--- src/rtl/ads868x_spi_responder.sv ---
// ADS868x stand-in for loopback/bring-up: decodes 16..32-bit SPI frames (CPOL=0, CPHA=1)
// and answers with register bytes or conversion data taken from a 4-entry sample table.
module ads868x_spi_responder #(
    parameter int C_NUM_REGS    = 64,
    parameter int C_SYNC_STAGES = 2
) (
    input  logic        aclk,
    input  logic        aresetn,
    input  logic        SCLK,
    input  logic        CS_N,
    input  logic        SDI,
    output logic        SDO,
    input  logic        RST_PD_N,
    input  logic [15:0] smp_tdata,
    input  logic [1:0]  smp_tchan,
    input  logic        smp_tvalid,
    output logic [15:0] stat_last_cmd,
    output logic [15:0] stat_frame_cnt,
    output logic        stat_frame_err
);
    typedef enum logic [1:0] {S_IDLE = 2'd0, S_SHIFT = 2'd1, S_DECODE = 2'd2} state_t;

    localparam int LAST = C_SYNC_STAGES - 1;
    // Pin order {RST_PD_N, SDI, CS_N, SCLK}. CS_N resets low so that releasing reset while
    // the master still holds CS_N low is not mistaken for the start of a new frame.
    localparam logic [3:0] SYNC_INIT = 4'b1000;

    logic [3:0]  sync_q [C_SYNC_STAGES];
    logic [3:0]  sync_d [C_SYNC_STAGES];
    logic [1:0]  prev_q, prev_d;
    logic        sclk_s, cs_s, sdi_s, pd_n_s;
    logic        sclk_rise, sclk_fall, cs_rise, cs_fall;

    state_t      state_q, state_d;
    logic [5:0]  bit_cnt_q, bit_cnt_d;
    logic [31:0] rx_sr_q, rx_sr_d;
    logic [31:0] tx_sr_q, tx_sr_d;
    logic        sdo_q, sdo_d;
    logic [7:0]  regs_q [C_NUM_REGS];
    logic [7:0]  regs_d [C_NUM_REGS];
    logic [15:0] smp_tab_q [4];
    logic [15:0] smp_tab_d [4];
    logic [15:0] conv_q, conv_d;
    logic [1:0]  cur_ch_q, cur_ch_d;
    logic [15:0] last_cmd_q, last_cmd_d;
    logic [15:0] frame_cnt_q, frame_cnt_d;
    logic        frame_err_q, frame_err_d;
    logic [15:0] rd_cmd, dec_cmd;

    assign sync_d[0] = {RST_PD_N, SDI, CS_N, SCLK};
    for (genvar gi = 1; gi < C_SYNC_STAGES; gi++) begin : g_sync
        assign sync_d[gi] = sync_q[gi - 1];
    end

    assign sclk_s    = sync_q[LAST][0];
    assign cs_s      = sync_q[LAST][1];
    assign sdi_s     = sync_q[LAST][2];
    assign pd_n_s    = sync_q[LAST][3];
    assign prev_d    = {cs_s, sclk_s};
    assign sclk_rise = sclk_s & ~prev_q[0];
    assign sclk_fall = ~sclk_s & prev_q[0];
    assign cs_rise   = cs_s & ~prev_q[1];
    assign cs_fall   = ~cs_s & prev_q[1];

    // The 16-bit command is the first 16 bits in; once the frame is over it sits
    // bit_cnt-16 places above the bottom of the receive shifter.
    assign rd_cmd  = {rx_sr_q[14:0], sdi_s};
    assign dec_cmd = 16'(rx_sr_q >> (bit_cnt_q - 6'd16));

    always_comb begin
        state_d     = state_q;
        bit_cnt_d   = bit_cnt_q;
        rx_sr_d     = rx_sr_q;
        tx_sr_d     = tx_sr_q;
        sdo_d       = sdo_q;
        regs_d      = regs_q;
        smp_tab_d   = smp_tab_q;
        conv_d      = conv_q;
        cur_ch_d    = cur_ch_q;
        last_cmd_d  = last_cmd_q;
        frame_cnt_d = frame_cnt_q;
        frame_err_d = 1'b0;

        if (smp_tvalid) begin
            smp_tab_d[smp_tchan] = smp_tdata;
        end

        if (!pd_n_s) begin
            state_d  = S_IDLE;
            sdo_d    = 1'b0;
            cur_ch_d = 2'd0;
            conv_d   = 16'h0000;
            for (int i = 0; i < C_NUM_REGS; i++) regs_d[i] = 8'h00;
        end else begin
            case (state_q)
                S_IDLE: begin
                    sdo_d = 1'b0;
                    if (cs_fall) begin
                        state_d   = S_SHIFT;
                        bit_cnt_d = 6'd0;
                        rx_sr_d   = 32'h0;
                        tx_sr_d   = {16'h0000, conv_q};
                    end
                end
                S_SHIFT: begin
                    if (cs_rise) begin
                        state_d = S_DECODE;
                        sdo_d   = 1'b0;
                    end else if (sclk_fall) begin
                        rx_sr_d = {rx_sr_q[30:0], sdi_s};
                        if (bit_cnt_q != 6'd33) bit_cnt_d = bit_cnt_q + 6'd1;
                        // A register read replaces the outgoing data right after the command.
                        if (bit_cnt_q == 6'd15 && !rd_cmd[15] && !rd_cmd[8] && rd_cmd != 16'h0) begin
                            if (int'(rd_cmd[14:9]) < C_NUM_REGS) tx_sr_d = {regs_q[rd_cmd[14:9]], 24'h0};
                            else tx_sr_d = 32'h0;
                        end
                    end else if (sclk_rise) begin
                        sdo_d   = tx_sr_q[31];
                        tx_sr_d = {tx_sr_q[30:0], 1'b0};
                    end
                end
                S_DECODE: begin
                    state_d = S_IDLE;
                    sdo_d   = 1'b0;
                    if (bit_cnt_q < 6'd16 || bit_cnt_q > 6'd32) begin
                        frame_err_d = 1'b1;
                    end else begin
                        last_cmd_d  = dec_cmd;
                        frame_cnt_d = frame_cnt_q + 16'd1;
                        conv_d      = smp_tab_q[cur_ch_q];
                        case (dec_cmd)
                            16'hC000: cur_ch_d = 2'd0;
                            16'hC400: cur_ch_d = 2'd1;
                            16'hC800: cur_ch_d = 2'd2;
                            16'hCC00: cur_ch_d = 2'd3;
                            default:  cur_ch_d = cur_ch_q;
                        endcase
                        if (!dec_cmd[15] && dec_cmd[8] && int'(dec_cmd[15:9]) < C_NUM_REGS) begin
                            regs_d[dec_cmd[14:9]] = dec_cmd[7:0];
                        end
                        if (dec_cmd == 16'h8500) begin
                            cur_ch_d = 2'd0;
                            conv_d   = 16'h0000;
                            for (int i = 0; i < C_NUM_REGS; i++) regs_d[i] = 8'h00;
                        end
                    end
                end
                default: state_d = S_IDLE;
            endcase
        end
    end

    always_ff @(posedge aclk or negedge aresetn) begin
        if (!aresetn) begin
            for (int i = 0; i < C_SYNC_STAGES; i++) sync_q[i] <= SYNC_INIT;
            prev_q      <= SYNC_INIT[1:0];
            state_q     <= S_IDLE;
            bit_cnt_q   <= 6'd0;
            rx_sr_q     <= 32'h0;
            tx_sr_q     <= 32'h0;
            sdo_q       <= 1'b0;
            for (int i = 0; i < C_NUM_REGS; i++) regs_q[i] <= 8'h00;
            for (int i = 0; i < 4; i++) smp_tab_q[i] <= 16'h0000;
            conv_q      <= 16'h0000;
            cur_ch_q    <= 2'd0;
            last_cmd_q  <= 16'h0000;
            frame_cnt_q <= 16'h0000;
            frame_err_q <= 1'b0;
        end else begin
            sync_q      <= sync_d;
            prev_q      <= prev_d;
            state_q     <= state_d;
            bit_cnt_q   <= bit_cnt_d;
            rx_sr_q     <= rx_sr_d;
            tx_sr_q     <= tx_sr_d;
            sdo_q       <= sdo_d;
            regs_q      <= regs_d;
            smp_tab_q   <= smp_tab_d;
            conv_q      <= conv_d;
            cur_ch_q    <= cur_ch_d;
            last_cmd_q  <= last_cmd_d;
            frame_cnt_q <= frame_cnt_d;
            frame_err_q <= frame_err_d;
        end
    end

    assign SDO            = sdo_q;
    assign stat_last_cmd  = last_cmd_q;
    assign stat_frame_cnt = frame_cnt_q;
    assign stat_frame_err = frame_err_q;
endmodule
--- config.mk ---
export PLATFORM = sky130hd
export DESIGN_NAME = ads868x_spi_responder
export DESIGN_NICKNAME = d
export VERILOG_FILES = /design/src/rtl/ads868x_spi_responder.sv
export SDC_FILE = /design/constraint.sdc
export NUM_CORES = 1
export LEC_CHECK = 0
export CORE_ASPECT_RATIO = 1.25
export CORE_MARGIN = 5
export CORE_UTILIZATION = 50
export CTS_BUF_LIST = sky130_fd_sc_hd__clkbuf_16
export CTS_CLUSTER_DIAMETER = 50
export CTS_CLUSTER_SIZE = 25
export DETAILED_ROUTE_END_ITERATION = 8
export PLACE_DENSITY = 0.81
export SLEW_MARGIN = 20
export SYNTH_ARGS = -nofsm -noshare
export SYNTH_HDL_FRONTEND = slang
export SYNTH_SLANG_ARGS = --single-unit
--- constraint.sdc ---
create_clock -name aclk -period 3.9 [get_ports aclk]
set_clock_uncertainty 0.05 [all_clocks]
set_input_delay 0.78 -clock aclk [delete_from_list [all_inputs] [get_ports aclk]]
set_output_delay 0.78 -clock aclk [all_outputs]
set_load 0.05 [all_outputs]
* After elaboration in Yosys (flattened, before gate mapping)
Index checks and enable logic that the tools add are counted. W data, S select, Z words.
Word-level totals: register bits after elaboration 710, input port bits 25, output and inout bits 34, word-level logic and storage cells 208
Cells by class: $add $sub $neg 3, magnitude comparators 9, eq/ne operators 24, shift-type cells 1, muxes and demuxes 53, bitwise operators 13, reduce and logical (&&, ||, !) cells 24
Operators with widths (number):
- $mux W512 | 5
- $bwmux W512 | 1
- $mux W32 | 8
- $pmux W32 S2 | 2
- $mux W16 | 7
- $eq A16 B16 Y1 const B | 5
- $bwmux W64 | 1
- $bmux W8 S6 | 1
- $demux W8 S6 | 1
- $bmux W16 S2 | 1
- $demux W16 S2 | 1
- $shr A32 B6 Y16 | 1
- $mux W6 | 4
- $mux W8 | 3
- $add A16 B1 Y16 const B | 1
- $reduce_bool A16 Y1 | 1
- $ge A7 B7 Y1 const B | 2
- $mux W2 | 7
- $not A6 Y7 | 2
- $ne A3 B3 Y1 const B | 4
- $pmux W6 S2 | 1
- $reduce_and A3 Y1 | 4
- $reduce_and A6 Y1 | 2
- $ne A2 B2 Y1 const B | 5
- 32 further kinds | 57

* Logic depth before layout (Yosys ltp)
Gate-level depths: netlist (run 1).
depth in word-level cells 13, depth in mapped cells 14, depth with buffers taken out 9

* Least setup slack after synthesis (run 1)
OpenSTA, ideal clock, no wires.
path kind reg-to-reg, start register bit_cnt_q[1], end register regs_q[511] (netlist name), library setup time 121 ps, arrival time 3714 ps, required time 3729 ps, path slack 15 ps, cell stages (with the launch flop) 13, buffers on the path 4, period minus slack after synthesis 3885 ps, cell sequence dfrtp_1 -> buf_2 -> buf_6 -> buf_4 -> mux4_2 -> a32o_1 -> a31o_1 -> nor3b_1 -> nand4_1 -> o41ai_4 -> buf_6 -> o21ai_2 -> a22o_1
Between the ends: cells in the longest elaborated chain, start to end 13, elaborated cells on any way between the ends 25, classes of those cells 1 x add/sub; 5 x order compare; 3 x eq/ne; 1 x shift; 8 x mux; 1 x bitwise; 6 x reduce/logical
RTL lines:
- start, declared | line 35 | logic [5:0] bit_cnt_q, bit_cnt_d;
- start signal, assigned | line 173 | bit_cnt_q <= bit_cnt_d;
- $sub A6 B5 Y6 | line 68 | assign dec_cmd = 16'(rx_sr_q >> (bit_cnt_q - 6'd16));
- $shr A32 B6 Y16 | line 68
- $not A6 Y7 (implied by the code) | line 139 | regs_d[dec_cmd[14:9]] = dec_cmd[7:0];
- $ge A7 B7 Y1 (implied by the code) / $lt A7 B1 Y1 (equally long branches) | line 139
- $logic_and A1 B1 Y1 (implied by the code) | line 139
- $mux W8 (implied by the code) | line 139
- $demux W8 S6 | line 139
- $bwmux W512 | line 139
- $mux W512 | line 138 | if (!dec_cmd[15] && dec_cmd[8] && int'(dec_cmd[15:9]) < C_NUM_REGS) begin
- $mux W512 | line 141 | if (dec_cmd == 16'h8500) begin
- $mux W512 | line 125 | if (bit_cnt_q < 6'd16 || bit_cnt_q > 6'd32) begin
- $mux W512 | line 95 | case (state_q)
- $mux W512 | line 88 | if (!pd_n_s) begin
- end signal, assigned | line 177 | regs_q <= regs_d;
- end, declared | line 39 | logic [7:0] regs_q [C_NUM_REGS];
Parallel ways exist; a longest one is shown, timed or not. The select of a mux whose other input is x is not followed. A chain may end at the register's enable or synchronous reset.

* Worst setup path in the final report (run 1)
start register bit_cnt_q[1], end register regs_q[246] (netlist name)
Same word-level chain as after synthesis.

==> flow_metrics.py, run 1 <==
metrics = {
    "outcome": {
        "outcome": "finished clean",
    },
    "synth": {
        "synth_area_leaders": "dfrtp_1, mux4_2, a22o_1",
        "synth_top_area_share": 0.533,
        "synth_commonest_cells": "dfrtp_1, a22o_1, mux4_2",
        "synth_area_leader_cell": "dfrtp_1",
        "syn_avg_cell_area_sq_um": 13.3,
        "synthArstFlopShare": 1.00,
        "synth_top_flop_cell": "dfrtp_1",
        "synth_fp_nets": 2529,
        "synth_edf_count": 0,
        "ys.warnings.count": 0,
        "syn_area_sq_um": 33200,
        "synth-seq-cells": 710,
        "netlist_instances": 2496,
        "ys_seq_area_frac": 0.535,
        "yosysUniqueCellTypes": 64,
        "synth_most_common_cell": "dfrtp_1",
    },
    "worst_setup_path": {
        "path_cells": "buf_12 > mux2_2 > mux2_2 > mux4_2 > a211oi_2 > nand4b_1 > o41ai_4 > clkbuf_16 > buf_4 > o21ai_2 > a22o_1",
        "r2r_slack_ns": 0.06,
        "cp_max_fo": 19,
        "crit_type": "register to register",
        "cp.arrival_ns": 4.30,
        "slowest_stage": "mux4_2",
        "cp-end-kind": "register",
        "r2r_start": "bit_cnt_q[1]",
        "r2r_end": "regs_q[246]",
        "crit_required_ns": 4.36,
        "r2r_cells": 11,
        "crit_path_max_incr_delay_ns": 0.56,
        "start_kind": "register",
        "cp_common_cell": "mux2_2",
    },
    "grt": {
        "antenna_found_initial": 1,
        "grtUsageTotal": 0.258,
        "first_global_vias": 24900,
        "gr-total-overflow": 0,
        "grt_pass1_wl_mm": 148,
        "grt_max_degree": 131,
    },
    "finish": {
        "drive_gt1_frac": 0.268,
        "nets": 2651,
        "syn_to_final_growth_pct": 15.0,
    },
    "run": {
        "max_cap_viol_count": 0,
    },
    "placed_design": {
        "dp_hpwl_mm": 62.6,
        "port_buffers": 58,
        "place_ws_ns": -0.00885,
        "gp_congestion": 0.988,
    },
    "sta": {
        "hold_ws_ns": 0.0825,
        "min_period_ns": 3.84,
        "worst_pin_slew_ns": 1.05,
        "tns_ns": 0,
        "slew_headroom": 0.298,
        "post-route-period-util": 0.986,
        "hold_viol_final": 0,
        "drv_slew": 0,
        "finalSetupViolCount": 0,
        "fin_ws_ns": 0.0565,
        "max_freq_mhz": 260,
    },
    "clock_tree": {
        "clk_pin_slew_worst_paths_ns": 0.08,
        "clockRootBuffer": "clkbuf_16",
        "cts_buffer_depth": 3,
        "cts_tree": "done",
        "cts.sinks": 710,
        "htreeDepth": 2,
        "cts_made_buffers": 51,
        "cts_hold_buf": 0,
        "clk-insertion-delay-late_ns": 0.64,
    },
    "detailed_routing": {
        "viasPerCell": 6.90,
        "drt_first_iter_violations": 2675,
        "drt_pass1_iterations": 5,
        "finalWirelength_mm": 94.6,
        "route.detailed.drc": 0,
        "ant_nets": 0,
        "wl_per_cell_um": 26.9,
        "vias": 24300,
    },
    "pwr": {
        "switching_share": 0.256,
        "power_frac_seq": 0.529,
        "finalPower_uw": 14400,
        "p_per_area_nw_per_um2": 376,
        "clockPowerShare": 0.411,
        "p_int_uw": 10700,
        "ir_drop_mv": 0.316,
        "power_switching_uw": 3670,
        "p_leak_uw": 0.0164,
        "p_comb_frac": 0.059,
    },
    "die": {
        "die_height_um": 298,
        "coreArea_sq_um": 65800,
        "initial_core_util": 0.505,
        "die-width_um": 241,
        "pin_count": 59,
        "die_area_sq_um": 71700,
        "num_rows": 105,
    },
    "min_path": {
        "hp-class": "input port to asynchronous set/reset pin",
    },
}
through the flow:
step | area (sq um) | utilization | instances
after floorplan | 33200 | - | 2496
after global placement | 36100 | 0.549 | 3412
after detailed placement | 36100 | 0.549 | 3412
after CTS | 38000 | 0.578 | 3508
after global routing | 38200 | 0.580 | 3517
final | 38200 | 0.580 | 3519
worst max-delay path, delay by kind of cell, from the launching register on:
kind | cells | cell delay, ns
AOI/OAI and AO/OA | 4 | 1.17
DFF | 1 | 0.43
and+or+nand+nor | 1 | 0.23
muxes | 3 | 1.21
buffers and inverters | 3 | 0.64
power by group through the flow:
stage,combinational (uW),clock (uW),sequential [uW]
2_1_floorplan,458,0,7710
3_3_place_gp,807,0,7720
3_5_place_dp,844,0,7740
4_1_cts,850,5990,7600
5_1_grt,934,6250,7620
6_report,854,5900,7600
cells in the final DEF, fill, tap and decap left out, types with 18 or more instances in the layout:
cell type | synthesis | routed
nor2_1 | 115 | 107
o21ai_0 | 82 | 81
buf_4 | 2 | 173
clkdlybuf4s50_1 | 0 | 57
buf_12 | 0 | 36
dfrtp_1 | 708 | 702
a32o_1 | 18 | 18
o22ai_1 | 18 | 18
nand3_1 | 27 | 27
nand2_1 | 149 | 149
a21oi_1 | 41 | 41
and3_1 | 20 | 20
nor3_1 | 74 | 74
a22o_1 | 513 | 513
o21ai_2 | 60 | 63
clkbuf_16 | 0 | 54
mux4_2 | 212 | 212
mux2_2 | 92 | 92
worst max-delay path by stage:
stage | from | endpoint | slack, ns
floorplan | bit_cnt_q[1] | regs_q[511] | 0.02
global placement | bit_cnt_q[1] | regs_q[335] | -0.03
detailed placement | bit_cnt_q[1] | regs_q[335] | -0.009
CTS | bit_cnt_q[1] | regs_q[243] | 0.008
global route | bit_cnt_q[1] | regs_q[227] | -0.04
finish | bit_cnt_q[1] | regs_q[246] | 0.06
final cells by class:
type	count	area (sq um)
multi-input combinational	1573	14800
clock inverter	43	561
fill	4856	27600
sequential	710	17800
tap	856	1070
inverter	14	52.6
timing repair buffer	268	2630
clock buffer	53	1330
antenna	2	5.00
flip-flops by register name, summed over array words and instances, names as in the netlist:
| signal | flops |
|---|---|
| stat_frame_err | 1 |
| prev_q | 2 |
| state_q | 2 |
| stat_last_cmd | 16 |
| bit_cnt_q | 6 |
| smp_tab_q | 64 |
| prev_d | 1 |
| cur_ch_q | 2 |
| conv_q | 16 |
| rx_sr_q | 32 |
| cs_s | 1 |
| rd_cmd | 1 |
| pd_n_s | 1 |
| regs_q | 512 |
| stat_frame_cnt | 16 |
| tx_sr_q | 32 |
| sync_d | 4 |
| SDO | 1 |
cell families (layout without fill, tap and decap cells):
| kind of cell | after synthesis | after routing | synth area share |
|---|---|---|---|
| compound gates | 774 | 774 | 0.189 |
| flops | 710 | 710 | 0.535 |
| simple gates | 453 | 456 | 0.0627 |
| mux | 316 | 316 | 0.179 |
| buf+inv | 216 | 378 | 0.0267 |
| xor+xnor | 18 | 18 | 0.00475 |
| fa+ha+maj | 9 | 9 | 0.00331 |
| other cells | 0 | 2 | 0 |
per-layer routing:
metal | wire length, um | global-route usage | vias up
met1 | 34800 | 0.333 | 12500
met5 | 0 | 0 | -
met3 | 8210 | 0.0508 | 302
met2 | 46000 | 0.418 | 1392
met4 | 5630 | 0.131 | 0
li1 | - | - | 10000
what timing repair did:
action                     4_1_cts  5_1_grt
buffers inserted                 0        5
gates cloned                     0        4
setup endpoints to repair        3      458
resized for setup                2       22
pin swaps                        1        4
Note: power is estimated with default switching activity, not from simulation.
==> inputs of run 2 (changes only) <==
CAP_MARGIN = 10   (was not set)
==> results of run 2 <==
The final DEF is identical to that of run 1; final timing and power are the same.
